`config.mk`:
```
export PLATFORM = sky130hd
export DESIGN_NAME = trivium_sequencer
export DESIGN_NICKNAME = d
export VERILOG_FILES = /design/src/rtl/trivium_seq_pkg.sv /design/src/rtl/trivium_seq_timeout.sv /design/src/rtl/trivium_sequencer.sv
export SDC_FILE = /design/constraint.sdc
export NUM_CORES = 1
export LEC_CHECK = 0
export CORE_MARGIN = 1.5
export CORE_UTILIZATION = 40
export CTS_BUF_LIST = sky130_fd_sc_hd__clkbuf_8
export DETAILED_ROUTE_END_ITERATION = 10
export PLACE_DENSITY = 0.76
export SYNTH_ARGS = -nofsm -noshare
export SYNTH_HDL_FRONTEND = slang
export SYNTH_SLANG_ARGS = --single-unit
```
`constraint.sdc`:
```
create_clock -name clk -period 4.6 [get_ports clk]
set_input_delay 0.46 -clock clk [delete_from_list [all_inputs] [get_ports clk]]
set_output_delay 0.46 -clock clk [all_outputs]
set_load 0.05 [all_outputs]
```
`src/rtl/trivium_seq_pkg.sv`:
```
// Shared state type and default widths for the Trivium multi-block sequencer.
package trivium_seq_pkg;

    localparam int unsigned DEF_DATA_WIDTH = 64;
    localparam int unsigned DEF_KEY_WIDTH  = 80;
    localparam int unsigned DEF_IV_WIDTH   = 80;
    localparam int unsigned DEF_CNT_WIDTH  = 16;

    typedef enum logic [2:0] {
        ST_IDLE      = 3'd0,
        ST_RESET_UUT = 3'd1,
        ST_WAIT_END  = 3'd2,
        ST_OUTPUT    = 3'd3,
        ST_NEXT      = 3'd4,
        ST_DONE      = 3'd5,
        ST_ERROR     = 3'd6
    } seq_state_t;

endpackage

```
`src/rtl/trivium_seq_timeout.sv`:
```
// Watchdog counter bounding how long the sequencer waits for the core's end-of-block.
module trivium_seq_timeout #(
    parameter int unsigned TIMEOUT = 4096
) (
    input  logic clk,
    input  logic rst,
    input  logic clear,
    input  logic enable,
    output logic expired_c
);

    localparam int unsigned CW = $clog2(TIMEOUT);

    logic [CW-1:0] count;

    assign expired_c = (count == CW'(TIMEOUT - 1));

    // Count cycles spent waiting; saturate at the limit, restart whenever cleared.
    always_ff @(posedge clk or negedge rst) begin
        if (!rst) begin
            count <= '0;
        end else if (clear) begin
            count <= '0;
        end else if (enable && !expired_c) begin
            count <= count + CW'(1);
        end
    end

endmodule

```
`src/rtl/trivium_sequencer.sv`:
```
// Runs the Trivium core once per block: reset with current IV, wait for end,
// hand the keystream word downstream, bump the IV, repeat until the count is met.
module trivium_sequencer
    import trivium_seq_pkg::*;
#(
    parameter int unsigned DATA_WIDTH = DEF_DATA_WIDTH,
    parameter int unsigned KEY_WIDTH  = DEF_KEY_WIDTH,
    parameter int unsigned IV_WIDTH   = DEF_IV_WIDTH,
    parameter int unsigned CNT_WIDTH  = DEF_CNT_WIDTH,
    parameter int unsigned RST_CYCLES = 2,
    parameter int unsigned TIMEOUT    = 4096
) (
    input  logic                  clk,
    input  logic                  rst,
    input  logic                  start_i,
    input  logic [KEY_WIDTH-1:0]  key_i,
    input  logic [IV_WIDTH-1:0]   iv_i,
    input  logic [CNT_WIDTH-1:0]  n_blocks_i,
    output logic                  busy_o,
    output logic                  done_o,
    output logic                  error_o,
    output logic                  uut_rst_o,
    output logic [KEY_WIDTH-1:0]  uut_key_o,
    output logic [IV_WIDTH-1:0]   uut_iv_o,
    input  logic                  uut_end_i,
    input  logic [DATA_WIDTH-1:0] uut_block_i,
    output logic [DATA_WIDTH-1:0] block_o,
    output logic [CNT_WIDTH-1:0]  block_idx_o,
    output logic                  block_valid_o,
    input  logic                  block_ready_i
);

    localparam int unsigned RCW = (RST_CYCLES > 1) ? $clog2(RST_CYCLES) : 1;

    seq_state_t           state;
    logic [CNT_WIDTH-1:0] count;
    logic [RCW-1:0]       rst_cnt;
    logic                 waiting;
    logic                 expired;

    assign waiting = (state == ST_WAIT_END);

    trivium_seq_timeout #(
        .TIMEOUT (TIMEOUT)
    ) u_timeout (
        .clk       (clk),
        .rst       (rst),
        .clear     (!waiting),
        .enable    (waiting),
        .expired_c (expired)
    );

    // Sequencer FSM with all outputs registered alongside the state.
    always_ff @(posedge clk or negedge rst) begin
        if (!rst) begin
            state         <= ST_IDLE;
            count         <= '0;
            rst_cnt       <= '0;
            busy_o        <= 1'b0;
            done_o        <= 1'b0;
            error_o       <= 1'b0;
            uut_rst_o     <= 1'b1;
            uut_key_o     <= '0;
            uut_iv_o      <= '0;
            block_o       <= '0;
            block_idx_o   <= '0;
            block_valid_o <= 1'b0;
        end else begin
            done_o <= 1'b0;
            case (state)
                ST_IDLE, ST_DONE, ST_ERROR: begin
                    uut_rst_o <= 1'b1;
                    busy_o    <= 1'b0;
                    if (start_i) begin
                        uut_key_o   <= key_i;
                        uut_iv_o    <= iv_i;
                        count       <= n_blocks_i;
                        block_idx_o <= '0;
                        error_o     <= 1'b0;
                        rst_cnt     <= '0;
                        if (n_blocks_i == '0) begin
                            state  <= ST_DONE;
                            done_o <= 1'b1;
                        end else begin
                            state  <= ST_RESET_UUT;
                            busy_o <= 1'b1;
                        end
                    end
                end
                ST_RESET_UUT: begin
                    if (rst_cnt == RCW'(RST_CYCLES - 1)) begin
                        state     <= ST_WAIT_END;
                        uut_rst_o <= 1'b0;
                    end else begin
                        rst_cnt <= rst_cnt + RCW'(1);
                    end
                end
                ST_WAIT_END: begin
                    if (uut_end_i && !uut_rst_o) begin
                        block_o       <= uut_block_i;
                        block_valid_o <= 1'b1;
                        state         <= ST_OUTPUT;
                    end else if (expired) begin
                        state     <= ST_ERROR;
                        error_o   <= 1'b1;
                        uut_rst_o <= 1'b1;
                        busy_o    <= 1'b0;
                    end
                end
                ST_OUTPUT: begin
                    if (block_ready_i) begin
                        block_valid_o <= 1'b0;
                        state         <= ST_NEXT;
                    end
                end
                ST_NEXT: begin
                    uut_rst_o <= 1'b1;
                    if (block_idx_o == (count - CNT_WIDTH'(1))) begin
                        state  <= ST_DONE;
                        done_o <= 1'b1;
                        busy_o <= 1'b0;
                    end else begin
                        block_idx_o <= block_idx_o + CNT_WIDTH'(1);
                        uut_iv_o    <= uut_iv_o + IV_WIDTH'(1);
                        rst_cnt     <= '0;
                        state       <= ST_RESET_UUT;
                    end
                end
                default: begin
                    state     <= ST_IDLE;
                    busy_o    <= 1'b0;
                    uut_rst_o <= 1'b1;
                end
            endcase
        end
    end

endmodule

```
==> summary.md, run 1 <==
| Metric | Value |
|---|---|
| Number of buffers inserted to repair setup after CTS | 0 |
| Initial Utilization | 0.406 |
| Worst vdd rail ir drop | 614 uV |
| Number of top-level pins | 490 |
| CTS sink cnt | 277 |
| Number of standard cells in the layout, taps in and fillers out | 2461 |
| GRT Resource Usage Total | 0.290 |
| Worst Hold Slack | 0.390 ns |
| Net Switching | 8.38 mW |
| Final-stage net count | 2212 |
| Number of buffers inserted during clock tree synthesis | 50 |
| Portion of the post-synthesis area used by sequential elements | 0.496 |
| Cell types occupying the most area after synthesis | dfrtp_1, nand2_1, mux2_2 |
| Post-synthesis instance area | 0.0140 sq mm |
| Via count | 14000 |
| Layout Cell Area excl Fill | 0.0204 sq mm |
| Synthesized-area fraction occupied by ao, oa, aoi and oai cells | 0.143 |
| Largest driver fanout on the critical path | 18 |
| Net Count, Synth | 1744 |
| Power density normalized to cell area | 810 mW/mm^2 |
| Asr flop ratio synth | 1.00 |
| Setup CP Type | reg2reg |
| Routed Antenna Nets | 0 |
| Final Worst Setup Slack | 0.705 ns |
| Final Critical Period | 3.90 ns |
| Top achievable clock speed | 257 MHz |
| Area enclosed by the die boundary | 0.0361 sq mm |
| Period utilisation layout | 0.847 |
| Final Core Density | 0.592 |
| Slew HR | 0.333 |
| Unrepaired setup endpoints after global routing | no |
| Area delta synth->final | 46.0% |
| Total count of hold-check failures in the final report | 0 |
| Routed Wire Length | 53600 um |
| Max clock buf depth | 3 |
| Vias in the first global route | 13800 |
| Sequential fraction of design power | 0.282 |
| Crit path arrival time | 4.36 ns |
| Clock network latency to the later pin of the worst-skew pair | 0.59 ns |
| First drt pass iteration count | 5 |
| Commonest cells in the netlist | nand2_1, dfrtp_1, nor2_1 |
| Proportion of power drawn by combinational gates | 0.564 |
| Syn_area_per_cell | 9.36 sq um |
| Count of cells resized by post-cts repair | 0 |
| CP Data Required Time | 5.07 ns |
| Type of the worst min-delay path | in2reg |
| Pin count of the biggest net entering global routing | 125 |
| Number of violations of the max-capacitance limit | 0 |
| Vertical extent of the die | 190 um |
| Clk_skew | 0.0186 ns |
| Most used DFF post-synth | dfrtp_1 |
| Mux share of post-synthesis cell area | 0.0597 |
| Sum Neg Setup Slack | 0 ns |
| Layout cells sized above 1 | 0.0978 |
| Area share of fa/ha/maj cells after synthesis | 0.00358 |
| Status | completed |
| Combinational family with the most area after synthesis | simple AND/OR/NAND/NOR gates |
| Placed inst area | 0.0193 sq mm |
| Final setup violation count | 0 |
| Simple-Gate Fraction of Synth Area | 0.243 |
| Gpl congestion | 0.885 |
| Cell internal pwr | 8.16 mW |
| CTS tree | done |
| Post-layout total power | 16.5 mW |
| Count leader, synth | nand2_1 |
| Placed insts | 2365 |
| Post-Place Worst Slack | 0.762 ns |
| Count of buffers inserted at the top-level ports | 489 |
| CP endpoint kind | flip-flop |
| Area share of the leading cell type in the synthesized netlist | 0.494 |
| Die W | 190 um |
| Hpwl dp | 38600 um |
| Syn. warnings | 0 |
| Floorplan core area | 0.0345 sq mm |
| Cell type with the highest aggregate area in the netlist | dfrtp_1 |
| Post-synthesis cell count | 1495 |
| Number of max-slew violations in the final report | 0 |
| Initial drt markers | 1095 |
| Global-route congestion overflow total | 0 |
| Initial antenna violation count | 6 |
| Clock network power share | 0.154 |
| Xor and xnor area share after synthesis | 0.0225 |
| Switching fraction of total power | 0.507 |
| Count of distinct cell types in the synthesized netlist | 81 |
| Reg clk slew, reported paths | 0.06 ns |
| CP startpoint kind | flip-flop |
| #FFs+latches synth | 277 |
| Number of design rule violations left after detail routing | 0 |
| First-pass GRT wire length | 81000 um |
| CTS Root Cell | clkbuf_8 |
| Total number of placement rows | 68 |
| Leakage power summed over all cells | 8.76 nW |
| Slew of the pin with the lowest slew margin | 1.00 ns |
| Number of vias per cell | 5.70 |
| Post-synth EDFFs | 0 |
| DR WL/cell | 21.8 um |
| Number of levels in the clock H-tree | 2 |
[registers in the layout (all words and copies together), names as in the netlist]
signal / cells
u_timeout.count: 12
state: 3
uut_rst_o: 1
block_valid_o: 1
block_o: 64
busy_o: 1
uut_key_o: 80
uut_iv_o: 80
block_idx_o: 16
done_o: 1
rst_cnt: 1
error_o: 1
count: 16
[layout by cell type, fill, tap and decap left out, types with 7 or more instances in the layout]
cell / n
o21ai_0: 31
inv_1: 33
mux2_2: 67
or3_1: 11
a311oi_1: 11
nand2_1: 354
nor2_1: 92
nand4_1: 27
nor4_1: 18
dfrtp_1: 276
clkbuf_8: 62
mux2i_1: 8
a21oi_1: 35
and4_1: 14
and2_1: 17
buf_4: 17
and3_1: 47
a21o_1: 7
xor2_1: 15
nand3_1: 41
o22ai_1: 11
a31oi_1: 23
nor3_1: 50
clkdlybuf4s50_1: 488
xnor2_1: 21
a211oi_1: 13
nand2b_1: 8
clkinv_2: 10
o31ai_1: 10
o32ai_1: 19
a41oi_1: 14
o21a_1: 16
[power groups by stage]
stage	Combinational [mW]	Clock (mW)	Sequential [mW]
final	9.33	2.54	4.67
after global routing	9.79	2.71	4.82
after CTS	9.34	2.61	4.63
after detailed placement	9.31	0	4.65
after global placement	9.20	0	4.60
after floorplan	2.80	0	7.72
[what timing repair did]
action,in CTS,in global routing
endpoints found under the setup margin,0,0
endpoints found under the hold margin,6,0
hold buffers,1,0
[critical path, cell delays in order, from the launching register on]
cell	delay (ns)
dfrtp_1	0.45
inv_1	0.11
ha_1	0.28
or3b_2	0.55
xnor2_1	0.16
a31o_2	0.24
a211o_1	0.30
and4_1	0.27
nand2_1	0.69
nand2_1	0.34
o311ai_0	0.38
[logic make-up (layout without fill, tap and decap cells)]
kind of cell / after synthesis / in the layout
flops: 277 / 277
xor+xnor: 36 / 36
simple gates: 721 / 721
other cells: 0 / 2
buf+inv: 113 / 622
fa+ha+maj: 4 / 4
compound gates: 269 / 269
mux: 75 / 75
[path summary, 6_finish.rpt]
check	startpoint	end	slack (ns)	depth (start not counted)
setup reg to reg	count[0]	uut_iv_o[65]	0.70	10
setup / recovery	count[0]	uut_iv_o[65]	0.70	10
hold reg to reg	uut_key_o[50]	uut_key_o[50]	0.47	2
max in group asynchronous	rst	uut_rst_o	2.87	3
hold / removal	key_i[40]	uut_key_o[40]	0.39	3
min in group asynchronous	rst	block_o[14]	0.57	2
[metal layers]
metal	share of wire	GRT usage
met5	0.00062	0
met4	0.037	0.113
met3	0.089	0.0747
met2	0.48	0.480
met1	0.39	0.361
[final cells by class]
class                   count  area [sq um]
fillers                  2981         14000
well taps                 455           569
clock inverters            31           245
clock buffers              62           853
diodes                      2          5.00
inverters                  18          67.6
multi-input cells        1105          6620
flip-flops and latches    277          6930
repair buffers            511          5120
No activity file was read; power rests on OpenSTA's default activity.
==> inputs of run 2 (changes only) <==
==> constraint.sdc (replaced) <==
create_clock -name clk -period 4 [get_ports clk]
set_input_delay 0.4 -clock clk [delete_from_list [all_inputs] [get_ports clk]]
set_output_delay 0.4 -clock clk [all_outputs]
set_load 0.05 [all_outputs]
==> run 2 against run 1 <==
Against the previous run: combinational power increased by 16%; total power grew 14%; critical path depth decreased by 1; critical endpoint is now uut_iv_o[68].
==> summary.md, run 2 (synthesized netlist as in run 1, its figures left out) <==
| Metric | Value |
|---|---|
| Final-stage net count | 2221 (was 2212) |
| Routed Wire Length | 53800 um (was 53600 um) |
| Number of design rule violations left after detail routing | 0 (unchanged) |
| Final setup violation count | 0 (unchanged) |
| First-pass GRT wire length | 80600 um (was 81000 um) |
| Status | completed (unchanged) |
| CTS Root Cell | clkbuf_8 (unchanged) |
| Number of buffers inserted during clock tree synthesis | 51 (was 50) |
| Global-route congestion overflow total | 0 (unchanged) |
| Largest driver fanout on the critical path | 37 (was 18) |
| Layout cells sized above 1 | 0.100 (was 0.0978) |
| GRT Resource Usage Total | 0.291 (was 0.290) |
| Most frequent CP cell | or3_4 (was nand2_1) |
| Count of buffers inserted at the top-level ports | 489 (unchanged) |
| Power density normalized to cell area | 924 mW/mm^2 (was 810 mW/mm^2) |
| Number of max-slew violations in the final report | 0 (unchanged) |
| Number of vias per cell | 5.70 (about the same) |
| Routed Antenna Nets | 0 (unchanged) |
| Post-Place Worst Slack | 0.364 ns (was 0.762 ns) |
| CP endpoint kind | flip-flop (unchanged) |
| Worst vdd rail ir drop | 608 uV (was 614 uV) |
| Leakage power summed over all cells | 8.80 nW (was 8.76 nW) |
| List of cells traversed by the critical path | or4_4 > or3_4 > or4b_1 > o211a_2 > or3_4 > nor3_4 > nor2_2 > buf_4 > mux2_2 (was inv_1 > ha_1 > or3b_2 > xnor2_1 > a31o_2 > a211o_1 > and4_1 > nand2_1 > nand2_1 > o311ai_0) |
| Number of levels in the clock H-tree | 2 (unchanged) |
| Via count | 14100 (was 14000) |
| Slew HR | 0.202 (was 0.333) |
| Period utilisation layout | 0.914 (was 0.847) |
| Max clock buf depth | 3 (unchanged) |
| Reg clk slew, reported paths | 0.06 ns (about the same) |
| Die W | 190 um (unchanged) |
| CTS sink cnt | 277 (unchanged) |
| Vertical extent of the die | 190 um (unchanged) |
| Final Worst Setup Slack | 0.344 ns (was 0.705 ns) |
| Area enclosed by the die boundary | 0.0361 sq mm (unchanged) |
| Unrepaired setup endpoints after global routing | no (unchanged) |
| Slew of the pin with the lowest slew margin | 1.19 ns (was 1.00 ns) |
| Total number of placement rows | 68 (unchanged) |
| Top flop regs | uut_iv_o (80), uut_key_o (80), block_o (64) (unchanged) |
| Pin count of the biggest net entering global routing | 103 (was 125) |
| Delay of the slowest cell on the worst path | 0.58 ns (was 0.69 ns) |
| Type of the worst min-delay path | in2reg (unchanged) |
| Initial Utilization | 0.406 (unchanged) |
| Hpwl dp | 38700 um (was 38600 um) |
| Sum Neg Setup Slack | 0 ns (unchanged) |
| Worst path buffer plus inverter count | 1 (unchanged) |
| Number of top-level pins | 490 (unchanged) |
| CP startpoint kind | flip-flop (unchanged) |
| Total count of hold-check failures in the final report | 0 (unchanged) |
| Most common library cell in the layout ignoring fill and taps | clkdlybuf4s50_1 (unchanged) |
| Number of buffers inserted to repair setup after CTS | 0 (unchanged) |
| CTS tree | done (unchanged) |
| Gpl congestion | 0.905 (was 0.885) |
| Setup CP Type | reg2reg (unchanged) |
| First drt pass iteration count | 6 (was 5) |
| Number of violations of the max-capacitance limit | 0 (unchanged) |
| Initial drt markers | 1198 (was 1095) |
| Leading cell types in the layout, fill and taps excluded | clkdlybuf4s50_1, nand2_1, dfrtp_1, nor2_1 (was clkdlybuf4s50_1, nand2_1, dfrtp_1, nor2_1, mux2_2) |
| CP Data Required Time | 4.52 ns (was 5.07 ns) |
| Area delta synth->final | 46.3% (was 46.0%) |
| Initial antenna violation count | 6 (unchanged) |
| Largest delay share family, worst path | simple AND/OR/NAND/NOR gates (unchanged) |
| Vias in the first global route | 13600 (was 13800) |
| Clock network latency to the later pin of the worst-skew pair | 0.64 ns (was 0.59 ns) |
| Crit path arrival time | 4.17 ns (was 4.36 ns) |
| Top achievable clock speed | 274 MHz (was 257 MHz) |
| DR WL/cell | 21.8 um (about the same) |
| Final Critical Period | 3.66 ns (was 3.90 ns) |
| Cell with the largest stage delay on the worst path | or4_4 (was nand2_1) |
| Floorplan core area | 0.0345 sq mm (unchanged) |
| Clk_skew | 0.0232 ns (was 0.0186 ns) |
## run 2: cell types whose count changed in the layout (fill, tap and decap cells not counted), sizes merged
| cell | before | now |
|---|---|---|
| buf | 22 | 30 |
| clkbuf | 62 | 67 |
| bufinv | 4 | 0 |
| clkinv | 10 | 7 |
| inv | 34 | 37 |
## run 2: final timing paths
| path | startpoint | end | slack [ns] | depth (start not counted) |
|---|---|---|---|---|
| worst max-delay path | count[2] | uut_iv_o[68] | 0.34 | 9 |
| worst min-delay path | key_i[78] | uut_key_o[78] | 0.29 | 3 |
| worst max register to register | count[2] | uut_iv_o[68] | 0.34 | 9 |
| worst min register to register | uut_key_o[70] | uut_key_o[70] | 0.47 | 2 |
| max in group asynchronous | rst | uut_key_o[76] | 2.60 | 3 |
| min in group asynchronous | rst | block_o[14] | 0.38 | 2 |
## run 2: cell type report
| type | count | area (sq um) |
|---|---|---|
| fill | 2933 | 14000 |
| inverter | 18 | 67.6 |
| clock inverter | 27 | 119 |
| clock buffer | 67 | 922 |
| multi-input combinational | 1105 | 6620 |
| timing repair buffer | 519 | 5230 |
| sequential | 277 | 6930 |
| tap | 455 | 569 |
| antenna | 2 | 5.00 |
## run 2: repair_timing
action | CTS | global route
hold endpoints to repair | 98 | 0
resized for setup | 0 | 0
hold buffers | 1 | 0
## run 2: stage by stage
stage	hold slack (ns)	util	instances	power [mW]	instance area [sq um]
detailed placement	0.461	0.563	2373	16.1	19400
CTS	0.253	0.594	2468	18.9	20500
finish	0.295	0.594	2470	18.9	20500
global route	0.275	0.594	2470	19.8	20500
floorplan	0.104	-	1495	12.1	14000
global placement	0.458	0.563	2373	15.9	19400
## run 2: tightest hold or removal path: stages
cell             delay, ns
clkdlybuf4s50_1       0.40
nand2_1               0.06
nand2_1               0.04
## run 2: power by group
group	leakage, nW	total (mW)	internal, mW	switching (mW)
combinational	4.81	10.8	3.70	7.10
sequential	3.38	5.34	4.05	1.29
clock	0.610	2.78	1.50	1.28
## run 2: per-layer routing
| metal | global-route usage | vias to the layer above | share of wire |
|---|---|---|---|
| li1 | - | 6347 | - |
| met2 | 0.462 | 747 | 0.48 |
| met5 | 0 | - | 0.00087 |
| met4 | 0.137 | 8 | 0.040 |
| met3 | 0.0830 | 141 | 0.095 |
| met1 | 0.365 | 6839 | 0.39 |
==> inputs of run 3 (changes only) <==
--- a/config.mk
+++ b/config.mk
@@ -10,6 +10,8 @@
 export CTS_BUF_LIST = sky130_fd_sc_hd__clkbuf_8
 export DETAILED_ROUTE_END_ITERATION = 10
 export PLACE_DENSITY = 0.76
+export SKIP_CTS_REPAIR_TIMING = 1
 export SYNTH_ARGS = -nofsm -noshare
 export SYNTH_HDL_FRONTEND = slang
 export SYNTH_SLANG_ARGS = --single-unit
+export TNS_END_PERCENT = 1
==> results of run 3 <==
The final DEF is identical to that of run 2; final timing and power are the same.
